--- src/rtl/video_pkg.sv ---
// Shared definitions for the video stream transmitter: FSM state encoding,
// pixel width, and helpers for sizing counters and computing frame period.
package video_pkg;

    localparam int unsigned PIX_W = 8;

    typedef enum logic [2:0] {
        IDLE    = 3'd0,
        VSYNC   = 3'd1,
        V_BACK  = 3'd2,
        LINE    = 3'd3,
        H_GAP   = 3'd4,
        V_FRONT = 3'd5
    } vid_state_e;

    // Bits needed to hold a count running 0..n-1 (at least 1 bit).
    function automatic int unsigned cnt_w(input int unsigned n);
        return (n <= 1) ? 1 : $clog2(n);
    endfunction

    function automatic int unsigned max2(input int unsigned a, input int unsigned b);
        return (a > b) ? a : b;
    endfunction

    // Cycles from the first post_vs high through the frame_done pulse, inclusive.
    function automatic int unsigned frame_period(input int unsigned vs_w,
                                                 input int unsigned v_bp,
                                                 input int unsigned img_w,
                                                 input int unsigned img_h,
                                                 input int unsigned h_blank,
                                                 input int unsigned v_fp);
        return vs_w + v_bp + img_h * (img_w + h_blank) + v_fp;
    endfunction

endpackage

--- src/rtl/video_timing_cnt.sv ---
// Generic enabled up-counter that wraps to 0 after reaching its terminal value.
// Ports: clk, rst (sync, active-high), clr (sync clear), en (count enable),
//        last (terminal value), cnt (registered count).
module video_timing_cnt #(
    parameter int unsigned W = 4
) (
    input  logic         clk,
    input  logic         rst,
    input  logic         clr,
    input  logic         en,
    input  logic [W-1:0] last,
    output logic [W-1:0] cnt
);

    always_ff @(posedge clk) begin
        if (rst || clr) begin
            cnt <= '0;
        end else if (en) begin
            cnt <= (cnt == last) ? '0 : cnt + W'(1);
        end
    end

endmodule

--- src/rtl/video_stream_tx.sv ---
// Frame-stream transmitter: walks a frame memory in raster order and emits a
// camera-style interface (vsync, line valid, pixel enable, 8-bit data) with
// programmable vertical and horizontal blanking.
// Ports:
//   clk, rst           clock, synchronous active-high reset
//   frame_en           start a frame whenever idle
//   pattern_sel        (only with VIDEO_STREAM_TX_TEST_PATTERN_EN) x+y test pattern
//   pix_rd_en/addr     frame memory read request (1-cycle read latency)
//   pix_rd_data        frame memory read data
//   post_vs/hs/clken   vsync, line valid, pixel enable
//   post_imgdata       pixel value, 0 outside active pixels
//   frame_done         one-cycle pulse at end of frame
//   frame_cnt          completed frame count
//   busy               frame in progress
// Optional feature macro: VIDEO_STREAM_TX_TEST_PATTERN_EN.
module video_stream_tx
    import video_pkg::*;
#(
    parameter int unsigned IMG_W   = 640,
    parameter int unsigned IMG_H   = 480,
    parameter int unsigned H_BLANK = 160,
    parameter int unsigned VS_W    = 4,
    parameter int unsigned V_BP    = 20,
    parameter int unsigned V_FP    = 10,
    parameter int unsigned ADDR_W  = 19
) (
    input  logic              clk,
    input  logic              rst,
    input  logic              frame_en,
`ifdef VIDEO_STREAM_TX_TEST_PATTERN_EN
    input  logic              pattern_sel,
`endif
    output logic              pix_rd_en,
    output logic [ADDR_W-1:0] pix_rd_addr,
    input  logic [PIX_W-1:0]  pix_rd_data,
    output logic              post_vs,
    output logic              post_hs,
    output logic              post_clken,
    output logic [PIX_W-1:0]  post_imgdata,
    output logic              frame_done,
    output logic [15:0]       frame_cnt,
    output logic              busy
);

    localparam int unsigned DUR_MAX = max2(max2(VS_W, V_BP), max2(H_BLANK, V_FP));
    localparam int unsigned DUR_W   = cnt_w(DUR_MAX);
    localparam int unsigned X_W     = cnt_w(IMG_W);
    localparam int unsigned Y_W     = cnt_w(IMG_H);

    vid_state_e       state;
    vid_state_e       nxt;
    logic [DUR_W-1:0] dur_cnt;
    logic [DUR_W-1:0] dur_last;
    logic [X_W-1:0]   px_cnt;
    logic [Y_W-1:0]   ln_cnt;
    logic             dur_en;
    logic             dur_done;
    logic             line_end;
    logic             rd_req;
    logic [PIX_W-1:0] pix_src;

    // Terminal value of the blanking-duration counter for the current state.
    always_comb begin
        dur_last = '0;
        dur_en   = 1'b1;
        case (state)
            VSYNC:   dur_last = DUR_W'(VS_W - 1);
            V_BACK:  dur_last = DUR_W'(V_BP - 1);
            H_GAP:   dur_last = DUR_W'(H_BLANK - 1);
            V_FRONT: dur_last = DUR_W'(V_FP - 1);
            default: dur_en   = 1'b0;
        endcase
    end

    assign dur_done = dur_en && (dur_cnt == dur_last);
    assign line_end = (state == LINE) && (px_cnt == X_W'(IMG_W - 1));

    video_timing_cnt #(.W(DUR_W)) u_dur_cnt (
        .clk  (clk),
        .rst  (rst),
        .clr  (state == IDLE),
        .en   (dur_en),
        .last (dur_last),
        .cnt  (dur_cnt)
    );

    video_timing_cnt #(.W(X_W)) u_px_cnt (
        .clk  (clk),
        .rst  (rst),
        .clr  (state == IDLE),
        .en   (state == LINE),
        .last (X_W'(IMG_W - 1)),
        .cnt  (px_cnt)
    );

    video_timing_cnt #(.W(Y_W)) u_ln_cnt (
        .clk  (clk),
        .rst  (rst),
        .clr  (state == IDLE),
        .en   (line_end),
        .last (Y_W'(IMG_H - 1)),
        .cnt  (ln_cnt)
    );

    // Next-state logic. The line counter wraps to 0 after the last line, so
    // a zero count seen during H_GAP means the frame's lines are exhausted.
    always_comb begin
        nxt = state;
        case (state)
            IDLE:    if (frame_en) nxt = VSYNC;
            VSYNC:   if (dur_done) nxt = V_BACK;
            V_BACK:  if (dur_done) nxt = LINE;
            LINE:    if (line_end) nxt = H_GAP;
            H_GAP:   if (dur_done) nxt = (ln_cnt == '0) ? V_FRONT : LINE;
            V_FRONT: if (dur_done) nxt = IDLE;
            default: nxt = IDLE;
        endcase
    end

    // Reads are issued one cycle ahead of LINE so the returning data lines up
    // with the registered LINE decode on post_hs/post_clken.
    assign rd_req = (nxt == LINE);

`ifdef VIDEO_STREAM_TX_TEST_PATTERN_EN
    logic             pat_q;
    logic [PIX_W-1:0] pat_pix;

    // Pattern select is latched at frame start and held for the whole frame.
    always_ff @(posedge clk) begin
        if (rst) begin
            pat_q <= 1'b0;
        end else if (state == IDLE && frame_en) begin
            pat_q <= pattern_sel;
        end
    end

    assign pat_pix   = PIX_W'(px_cnt) + PIX_W'(ln_cnt);
    assign pix_src   = pat_q ? pat_pix : pix_rd_data;
    assign pix_rd_en = rd_req && !pat_q;
`else
    assign pix_src   = pix_rd_data;
    assign pix_rd_en = rd_req;
`endif

    // State register and registered outputs.
    always_ff @(posedge clk) begin
        if (rst) begin
            state        <= IDLE;
            pix_rd_addr  <= '0;
            post_vs      <= 1'b0;
            post_hs      <= 1'b0;
            post_clken   <= 1'b0;
            post_imgdata <= '0;
            frame_done   <= 1'b0;
            frame_cnt    <= '0;
            busy         <= 1'b0;
        end else begin
            state        <= nxt;
            post_vs      <= (state == VSYNC);
            post_hs      <= (state == LINE);
            post_clken   <= (state == LINE);
            post_imgdata <= (state == LINE) ? pix_src : '0;
            frame_done   <= (state == V_FRONT) && dur_done;
            busy         <= (nxt != IDLE);
            if (state == V_FRONT && dur_done) begin
                frame_cnt <= frame_cnt + 16'd1;
            end
            if (state == IDLE) begin
                pix_rd_addr <= '0;
            end else if (rd_req) begin
                pix_rd_addr <= pix_rd_addr + ADDR_W'(1);
            end
        end
    end

endmodule

--- config.mk ---
export PLATFORM = sky130hd
export DESIGN_NAME = video_stream_tx
export DESIGN_NICKNAME = d
export VERILOG_FILES = /design/src/rtl/video_pkg.sv /design/src/rtl/video_timing_cnt.sv /design/src/rtl/video_stream_tx.sv
export SDC_FILE = /design/constraint.sdc
export NUM_CORES = 1
export LEC_CHECK = 0
export BUFFER_PORTS_ARGS = -buffer_cell sky130_fd_sc_hd__buf_2
export CAP_MARGIN = 25
export CORE_MARGIN = 2
export CORE_UTILIZATION = 44
export CTS_CLUSTER_SIZE = 20
export DETAILED_ROUTE_END_ITERATION = 12
export MAX_ROUTING_LAYER = met4
export PLACE_DENSITY = 0.62
export SLEW_MARGIN = 20
export SYNTH_ARGS = -nofsm -noshare
export SYNTH_HDL_FRONTEND = slang
export SYNTH_SLANG_ARGS = --single-unit
export TNS_END_PERCENT = 10
--- constraint.sdc ---
create_clock -name clk -period 3.5 [get_ports clk]
set_clock_uncertainty 0.1 [all_clocks]
set_input_delay 0.7 -clock clk [delete_from_list [all_inputs] [get_ports clk]]
set_output_delay 0.7 -clock clk [all_outputs]
set_load 0.02 [all_outputs]
# Word-level counts from Yosys, hierarchy flattened
# Index checks and enable logic that the tools add are counted.
# word_totals
reg_bits,77
inputBits,11
out_inout_bits,49
word_cells,49
# classes
addsub,5
eq_ne,9
mux,13
bitwise_logic,1
reduce_logical,10
# ops
op,count
one-hot mux 8 bit (4 select lines),1
2-to-1 mux 3 bit,7
adder 19 x 1 -> 19 bit (second input constant),1
one-hot mux 3 bit (6 select lines),1
adder 16 x 1 -> 16 bit (second input constant),1
adder 10 x 1 -> 10 bit (second input constant),1
equality test 10 bit (second input constant),1
2-to-1 mux 10 bit,1
adder 9 x 1 -> 9 bit (second input constant),1
equality test 3 x 2 -> 1 bit (second input constant),3
equality test 9 bit (second input constant),1
zero test 9 bit,1
2-to-1 mux 9 bit,1
adder 8 x 1 -> 8 bit (second input constant),1
equality test 8 bit,1
2-to-1 mux 8 bit,1
equality test 3 bit (second input constant),2
OR reduction 2 bit,2
OR reduction 4 bit,1
equality test 3 x 1 -> 1 bit (second input constant),1
logical AND 1 bit,3
zero test 3 bit,1
nonzero test 3 bit,1
logical OR 1 bit,1
2 further kinds,2

# Longest topological paths before layout
# Gate-level depths: netlist of run 1.
# logic_depth
word_depth,7
mapped_depth,11
depth_no_buf,11

# By module
# A second synthesis of run 1 with hierarchy kept.
# hier_totals
hier_cells,476
area_unflattened_um2,4125.2
# by_module_without_submodules
mod,instances,cells_each,area_per_inst_um2,seq_area_each_um2
video_stream_tx,1,316,2625.0,1001.0
video_timing_cnt (u_px_cnt),1,60,564.3,200.2
video_timing_cnt (u_ln_cnt),1,52,490.5,180.2
video_timing_cnt (u_dur_cnt),1,48,445.4,160.2

# Least setup slack after synthesis of run 1
# OpenSTA, ideal clock, no wires.
# synth_path
kind,reg-to-output
start,reg state[2]
end,out pix_rd_en
t_arrival_ns,2.047
required_ns,2.700
setup_slack_ns,0.653
stages_incl_launch_ff,9
n_path_buf,1
path_cell_list,dfxtp_1 > buf_4 > or2_1 > xor2_2 > xnor2_1 > nand4_1 > mux2i_1 > a21o_1 > inv_2
# synth_via
elab_chain_cells,7
word_cells_on_any_way,20
cone_classes,eq/ne: 7; mux: 9; reduce/logical: 4
# synth_lines
item,line_no,rtl
start: declaration,video_stream_tx.sv:50,vid_state_e state;
start signal: assignment,video_stream_tx.sv:158,state <= nxt;
equality test 3 bit (tied with other cells),"video_stream_tx.sv:66, video_stream_tx.sv:109",
one-hot mux 8 bit (4 select lines) / OR reduction 4 bit (equally long branches),--,
equality test 8 bit / 2-to-1 mux 1 bit (equally long branches),"video_stream_tx.sv:75, video_stream_tx.sv:66",
logical AND 1 bit,video_stream_tx.sv:75,assign dur_done = dur_en && (dur_cnt == dur_last);
"2-to-1 mux 3 bit, on equally long branches",--,
one-hot mux 3 bit (6 select lines) *,video_stream_tx.sv:109,case (state)
equality test 3 x 2 -> 1 bit *,video_stream_tx.sv:122,assign rd_req = (nxt == LINE);
end: declaration,video_stream_tx.sv:33,"output logic pix_rd_en,"
# Every way passes the cells marked *; elsewhere a longest branch is shown, timed or not.

# Worst setup path in the final report of run 1
# layout_path
start,reg state[1]
end,out pix_rd_en
# Same word-level chain as after synthesis.

==> results of run 1 <==
area by class of cell:
cell class                      count  share of cell area [%]
Timing Repair Buffer               67                    8.63
Inverter                            7                   0.638
Sequential cell                    77                    37.6
Multi-Input combinational cell    303                    45.0
Clock inverter                      5                    1.82
Tap cell                          102                    3.10
Clock buffer                       11                    3.19
worst min-delay path, stage by stage, from the launching register on:
cell and delay, ns:
dfxtp_1 0.33, nand2_1 0.06, a21oi_1 0.05
flip-flops by register name, indices dropped and copies added (netlist names):
| name | flops |
|---|---|
| u_ln_cnt.cnt | 9 |
| u_px_cnt.cnt | 10 |
| post_vs | 1 |
| pix_rd_addr | 19 |
| u_dur_cnt.cnt | 8 |
| state | 3 |
| frame_cnt | 16 |
| post_imgdata | 8 |
| busy | 1 |
| post_clken | 1 |
| frame_done | 1 |
power groups by stage:
| stage | logic, uW | clock network, uW | registers, uW |
|---|---|---|---|
| after floorplan | 70.4 | 0 | 909 |
| final | 107 | 708 | 891 |
| after detailed placement | 101 | 0 | 911 |
| after CTS | 101 | 735 | 890 |
| after global routing | 118 | 770 | 892 |
| after global placement | 99.3 | 0 | 910 |
repair_timing:
action,4_1_cts,5_1_grt
endpoints found under the setup margin,1,1
pin swaps,0,1
resized for setup,1,7
hold buffers,0,0
buffers inserted,0,2
per-layer routing:
layer / up-vias / wire (um) / GRT usage (%)
li1: 1528 / - / -
met1: 1409 / 3810 / 25.0
met2: 58 / 3450 / 28.3
met3: 11 / 243 / 3.66
met4: 0 / 131 / 7.72
met5: - / 0 / -
metrics by stage:
stage	setup WS, ns	instance area, um^2
6_report	0.142	4120
5_1_grt	0.0253	4120
4_1_cts	0.000153	4080
3_5_place_dp	0.268	3870
3_3_place_gp	0.382	3870
2_1_floorplan	0.653	3470
cells by family after synthesis:
group / Yosys count / synth area share, %
compound gates: 59 / 10.6
xor+xnor: 45 / 11.6
fa+ha+maj: 6 / 2.16
buf+inv: 21 / 2.63
flops: 77 / 44.4
mux: 2 / 0.577
simple gates: 191 / 28.1
layout by cell type (no fill, tap or decap), drive strengths merged, types with 2 or more instances in the layout:
master,n
a2111oi,4
a211oi,3
a21o,3
a21oi,23
a31oi,2
and2,10
and3,14
and4,3
buf,67
bufinv,2
clkbuf,11
clkinv,4
dfxtp,77
ha,6
inv,6
mux2i,2
nand2,32
nand2b,4
nand3,14
nand4,20
nand4b,3
nor2,65
nor3,3
nor4,6
nor4b,2
o21ai,14
o31ai,2
or2,2
or3,7
or4,2
xnor2,18
xor2,27
worst min-delay path by stage:
stage | from | to | slack (ns) | cells after the start
2_1_floorplan | u_px_cnt.cnt[1] | u_px_cnt.cnt[1] | 0.35 | 2
3_3_place_gp | u_px_cnt.cnt[1] | u_px_cnt.cnt[1] | 0.36 | 2
3_5_place_dp | u_px_cnt.cnt[1] | u_px_cnt.cnt[1] | 0.38 | 2
4_1_cts | u_px_cnt.cnt[1] | u_px_cnt.cnt[1] | 0.39 | 2
5_1_grt | u_px_cnt.cnt[1] | u_px_cnt.cnt[1] | 0.41 | 2
6_report | u_px_cnt.cnt[1] | u_px_cnt.cnt[1] | 0.39 | 2
==> results by group, run 1 <==
Pwr
  – Logic pwr share: 6.3%
  – Peak VDD IR: roughly 0.20 mV
  – Flop pwr share: a little over half
  – Pleak: 0.00162 uW
  – Sw frac: around 23%
  – Cell Int Power: ~1300 uW
  – Clock power frac: about two fifths
  – Pwr Total: approximately 1700 uW
  – Psw: ~390 uW
  – PwrDens: 414 nW/um^2

Timing
  – Worst slew margin: 57.8%
  – Final setup violation count: 0
  – Fin Hold WS: 0.392 ns
  – RSZ-0062 raised after global routing: false
  – Setup TNS: 0 ns
  – Tmin final: 3.36 ns
  – Hold Vio Cnt, Final: 0
  – Slew Viols, Final: 0
  – Achievable Freq: 298 MHz
  – Actual slew at the worst max-slew pin: roughly 0.63 ns
  – Final period util: between 90% and 100%

Detailed routing
  – TritonRoute pass-1 iters: 4
  – WL/cell: roughly 13 um
  – Antenna viol nets, final: 0
  – Via Count: 3006
  – 1st-iter DRT viols: 149
  – DRT Wirelength: around 7600 um
  – Vias/cell: between 5 and 6
  – Remaining DRCs: 0

Job
  – Maxcap violations: 0

Worst setup path
  – Setup crit start: state[1]
  – Crit path max fanout: 12
  – CP endpoint: pix_rd_en
  – CP required: around 2.7 ns
  – Worst R2R End: pix_rd_addr[18]
  – CP cell instances: nand2b_2 -> xnor2_1 -> nor4_2 -> nand4_1 -> o31a_1 -> a21o_1 -> inv_2 -> buf_2
  – Reg-to-reg startpoint: state[1]
  – Family with the most delay on the worst path: simple AND/OR/NAND/NOR gates
  – Cell depth of the worst setup path: 8
  – Critical Path Max Stage Delay: around 0.39 ns
  – Nature of the critical path startpoint: flip-flop
  – CP Capture Type: output port
  – CP arrival: around 2.6 ns
  – Slowest CP cell: dfxtp_4
  – R2R cell count: 9
  – Setup CP Type: flip-flop to output port
  – Reg2reg setup slack: between 0.6 and 0.7 ns
  – CP Buf/Inv Count: 2

Yosys
  – Post-synth EDFFs: 0
  – FF+latch count, synth: 77
  – Cell with the most instances after synthesis: dfxtp_1
  – Syn. warnings: 0
  – Mapped Cells: between 400 and 500
  – Synth area leaders: dfxtp_1 (44%), nor2_1 (7.0%), xor2_1 (6.6%)
  – Syn_area_per_cell: around 8.7 um^2
  – Predominant post-synthesis flop cell: dfxtp_1
  – Share of the synthesized area in the top cell type: between 40% and 50%
  – Seq/Total Area, Yosys: about 44%
  – Synth area leader: dfxtp_1
  – Post-Syn Nets: roughly 420
  – Synth Cell Area: 3470 um^2
  – Ys async rst share: 0%
  – Top cells by count, synth: dfxtp_1 (77), nor2_1 (65), nand2_1 (32)
  – Post-synthesis cell type count: 51

Layout
  – N_diodes: 0
  – Proportion of layout cells with a drive suffix above 1: around a fifth
  – Sequential cell area: 1550 um^2
  – Layout Cells excl Fill: 572
  – NumNets Final: approximately 480
  – Post-layout util: 53.6%
  – Fill cells: ~770
  – Multi-input gate area: around 1900 um^2
  – Syn-to-layout area delta: 18.7%

Placed design
  – HPWL after DPL: about 5400 um
  – GPL Wtd Cong: ~0.90
  – Input/output buffers: just under 60
  – Inst Count DP: approximately 550

Status
  – Outcome: finished clean

GRT
  – Remaining global-route overflow: 0
  – Largest net degree at the start of global routing: 28
  – Number of global-route vias before repair: ~2800
  – Global router's overall resource usage: about a fifth
  – First-pass GRT wire length: 12800 um
  – Initial antenna violation count: 0

Clock network
  – Clock-pin slew on the worst setup and hold paths: around 0.080 ns
  – CTS tree: built
  – Worst-Skew Late Latency: between 0.3 and 0.4 ns
  – CTS Root Cell: clkbuf_8
  – CTS sink count: 77
  – Clock buffer depth: 2
  – TritonCTS Buffers: 9
  – Max H-tree Level: 3

Die
  – Die Y: ~93 um
  – Die Area: ~8600 um^2
  – Die W: 92.8 um
  – Row cnt: 32
  – I/O pins: 60
  – Initial Utilization: 45.1%
  – Core Area: a little under 8000 um^2

Hold path
  – Worst hold path type: flip-flop to flip-flop
No activity file was read; power rests on OpenSTA's default activity.
==> run 2: changes to the inputs <==
--- a/config.mk
+++ b/config.mk
@@ -7,12 +7,14 @@
 export LEC_CHECK = 0
 export BUFFER_PORTS_ARGS = -buffer_cell sky130_fd_sc_hd__buf_2
 export CAP_MARGIN = 25
+export CELL_PAD_IN_SITES_DETAIL_PLACEMENT = 1
+export CELL_PAD_IN_SITES_GLOBAL_PLACEMENT = 1
 export CORE_MARGIN = 2
-export CORE_UTILIZATION = 44
+export CORE_UTILIZATION = 42
 export CTS_CLUSTER_SIZE = 20
 export DETAILED_ROUTE_END_ITERATION = 12
 export MAX_ROUTING_LAYER = met4
-export PLACE_DENSITY = 0.62
+export PLACE_DENSITY = 0.77
 export SLEW_MARGIN = 20
 export SYNTH_ARGS = -nofsm -noshare
 export SYNTH_HDL_FRONTEND = slang
==> run 2 against run 1 <==
Setup slack worse by 0.080 ns; global-route usage is 2.3 points higher; sequential share of layout area hardly changed; utilization is 2.6 points lower; critical path type unchanged; non-clock buffer count is 2 higher; largest power group unchanged.
==> results by group, run 2 (same netlist as run 1, synthesis figures left out) <==
Placed design
  – Input/output buffers: 59 (unchanged)
  – HPWL after DPL: 6310 um (+18%)
  – GPL Wtd Cong: 0.810 (-10%)
  – Place WS: 0.223 ns (-0.0452 ns)

Detailed routing
  – 1st-iter DRT viols: 77 (-48%)
  – DR WL met2: 4480 um (+30%)
  – Vias/cell: 5.40 (+2.8%)
  – Top routing layer in use: met4
  – Antenna viol nets, final: 0 (unchanged)
  – Via Count: 3116 (+3.7%)
  – DRT Wirelength: 8930 um (+17%)
  – TritonRoute pass-1 iters: 4 (unchanged)
  – WL/cell: 15.5 um (+16%)
  – Met1 wire length: 4020 um (+5.8%)
  – WL met3: 212 um (-13%)
  – Remaining DRCs: 0 (unchanged)

GRT
  – Largest net degree at the start of global routing: 27 (-3.6%)
  – First-pass GRT wire length: 14600 um (+14%)
  – Number of global-route vias before repair: 3131 (+12%)
  – Global router's overall resource usage: 21.2% (+2.3 points)
  – Remaining global-route overflow: 0 (unchanged)
  – Initial antenna violation count: 0 (unchanged)

Worst setup path
  – Setup CP Type: flip-flop to output port
  – Reg2reg setup slack: 0.48 ns (-0.13 ns)
  – CP cell instances: nor4b_2 -> a31oi_1 -> o32ai_2 -> nand4_1 -> o31a_1 -> a21o_1 -> inv_2 -> buf_2
  – Slowest CP cell: o32ai_2
  – Critical Path Max Stage Delay: 0.41 ns (+0.02 ns)
  – CP required: 2.70 ns (about the same)
  – Nature of the critical path startpoint: flip-flop
  – CP Capture Type: output port
  – CP arrival: 2.64 ns (+0.08 ns)
  – Crit path max fanout: 8 (-4)

Layout
  – Commonest non-fill, non-tap cells in the layout: dfxtp_1 (73), nor2_1 (65), buf_2 (59)
  – Syn-to-layout area delta: 19.0%
  – Commonest non-fill, non-tap cell in the layout: dfxtp_1
  – Fill cells: 1010 (+32%)
  – Biggest register: pix_rd_addr
  – Proportion of layout cells with a drive suffix above 1: 21.2% (+0.76 points)
  – Largest regs: pix_rd_addr x19, frame_cnt x16, u_px_cnt.cnt x10
  – NumNets Final: 484 (+0.41%)
  – Largest register FFs: 19 (unchanged)
  – N_diodes: 0 (unchanged)

Timing
  – Final setup violation count: 0 (unchanged)
  – Hold Vio Cnt, Final: 0 (unchanged)
  – Final WS setup: 0.0616 ns (-0.0801 ns)
  – Slew Viols, Final: 0 (unchanged)
  – Worst slew margin: 50.7% (-7.1 points)
  – Tmin final: 3.44 ns (+0.0801 ns)
  – Final period util: 98.2% (+2.3 points)
  – Achievable Freq: 291 MHz (-2.3%)
  – Fin Hold WS: 0.383 ns (-0.00893 ns)
  – Actual slew at the worst max-slew pin: 0.721 ns (+0.0905 ns)

Clock network
  – CTS tree: built
  – CTS Root Cell: clkbuf_8
  – TritonCTS Buffers: 9 (unchanged)
  – CTS sink count: 77 (unchanged)
  – Clock-pin slew on the worst setup and hold paths: 0.08 ns (about the same)
  – Max H-tree Level: 3 (unchanged)
  – Clock buffer depth: 2 (unchanged)
  – Worst-Skew Late Latency: 0.35 ns (about the same)

Die
  – Die Area: 9000 um^2 (+4.6%)
  – Initial Utilization: 42.9% (-2.3 points)
  – Core Area: 8090 um^2 (+5.3%)
  – Die W: 94.9 um (+2.3%)
  – Row cnt: 33 (+3.1%)
  – I/O pins: 60 (unchanged)
  – Die Y: 94.9 um (+2.3%)

Hold path
  – Worst hold path type: flip-flop to flip-flop

Pwr
  – PwrDens: 404 nW/um^2 (-2.6%)
  – Pwr Total: 1670 uW (-2.3%)
  – Peak VDD IR: 0.217 mV (+7.6%)
  – Pleak: 0.00162 uW (-0.21%)

Status
  – Outcome: finished clean

Job
  – Maxcap violations: 0 (unchanged)
==> run 2: power by group <==
group	internal (uW)	switching, uW	leakage (uW)
sequential	880	9.79	0.000623
clock	328	331	0.0000923
combinational	44.8	72.8	0.000903
total	1250	413	0.00162
==> run 2: critical path: cells and delay by family, from the launching register on <==
family | cells | cell delay [ns]
compound gates | 4 | 1.06
simple gates | 2 | 0.51
buf+inv | 2 | 0.34
flops | 1 | 0.37
==> run 2: routing by layer <==
layer / GRT usage (%) / up-vias
li1: - / 1536
met1: 25.5 / 1513
met2: 34.9 / 51
met3: 3.67 / 16
met4: 9.18 / 0
met5: - / -
==> run 2: path summary, 6_finish.rpt <==
kind         depth (start not counted)              end              from
max                                  8        pix_rd_en  u_dur_cnt.cnt[7]
max reg2reg                          9  pix_rd_addr[12]  u_dur_cnt.cnt[7]
min reg2reg                          2  u_px_cnt.cnt[1]   u_px_cnt.cnt[1]
min                                  2  u_px_cnt.cnt[1]   u_px_cnt.cnt[1]
==> run 2: area by class of cell <==
cell class	count	area [um^2]	area share, %
clock buffer	10	128	3.09
clock inverter	6	63.8	1.55
timing repair buffer	69	370	8.97
inverter	7	26.3	0.636
tap	105	131	3.18
multi-input combinational	303	1860	45.0
sequential	77	1550	37.6
==> run 2: through the flow <==
stage / std cells / cell area, um^2 / util, % / TNS (ns)
4_1_cts: 574 / 4090 / 50.5 / 0
2_1_floorplan: 401 / 3470 / - / 0
3_3_place_gp: 558 / 3880 / 48.0 / 0
5_1_grt: 577 / 4130 / 51.0 / -0.0749
6_report: 577 / 4130 / 51.0 / 0
3_5_place_dp: 558 / 3880 / 48.0 / 0
==> run 2: what timing repair did <==
action,4_1_cts,5_1_grt
hold buffers,0,0
buffers inserted,0,3
pin swaps,0,4
setup endpoints to repair,1,1
cloned,0,0
resized for setup,4,6
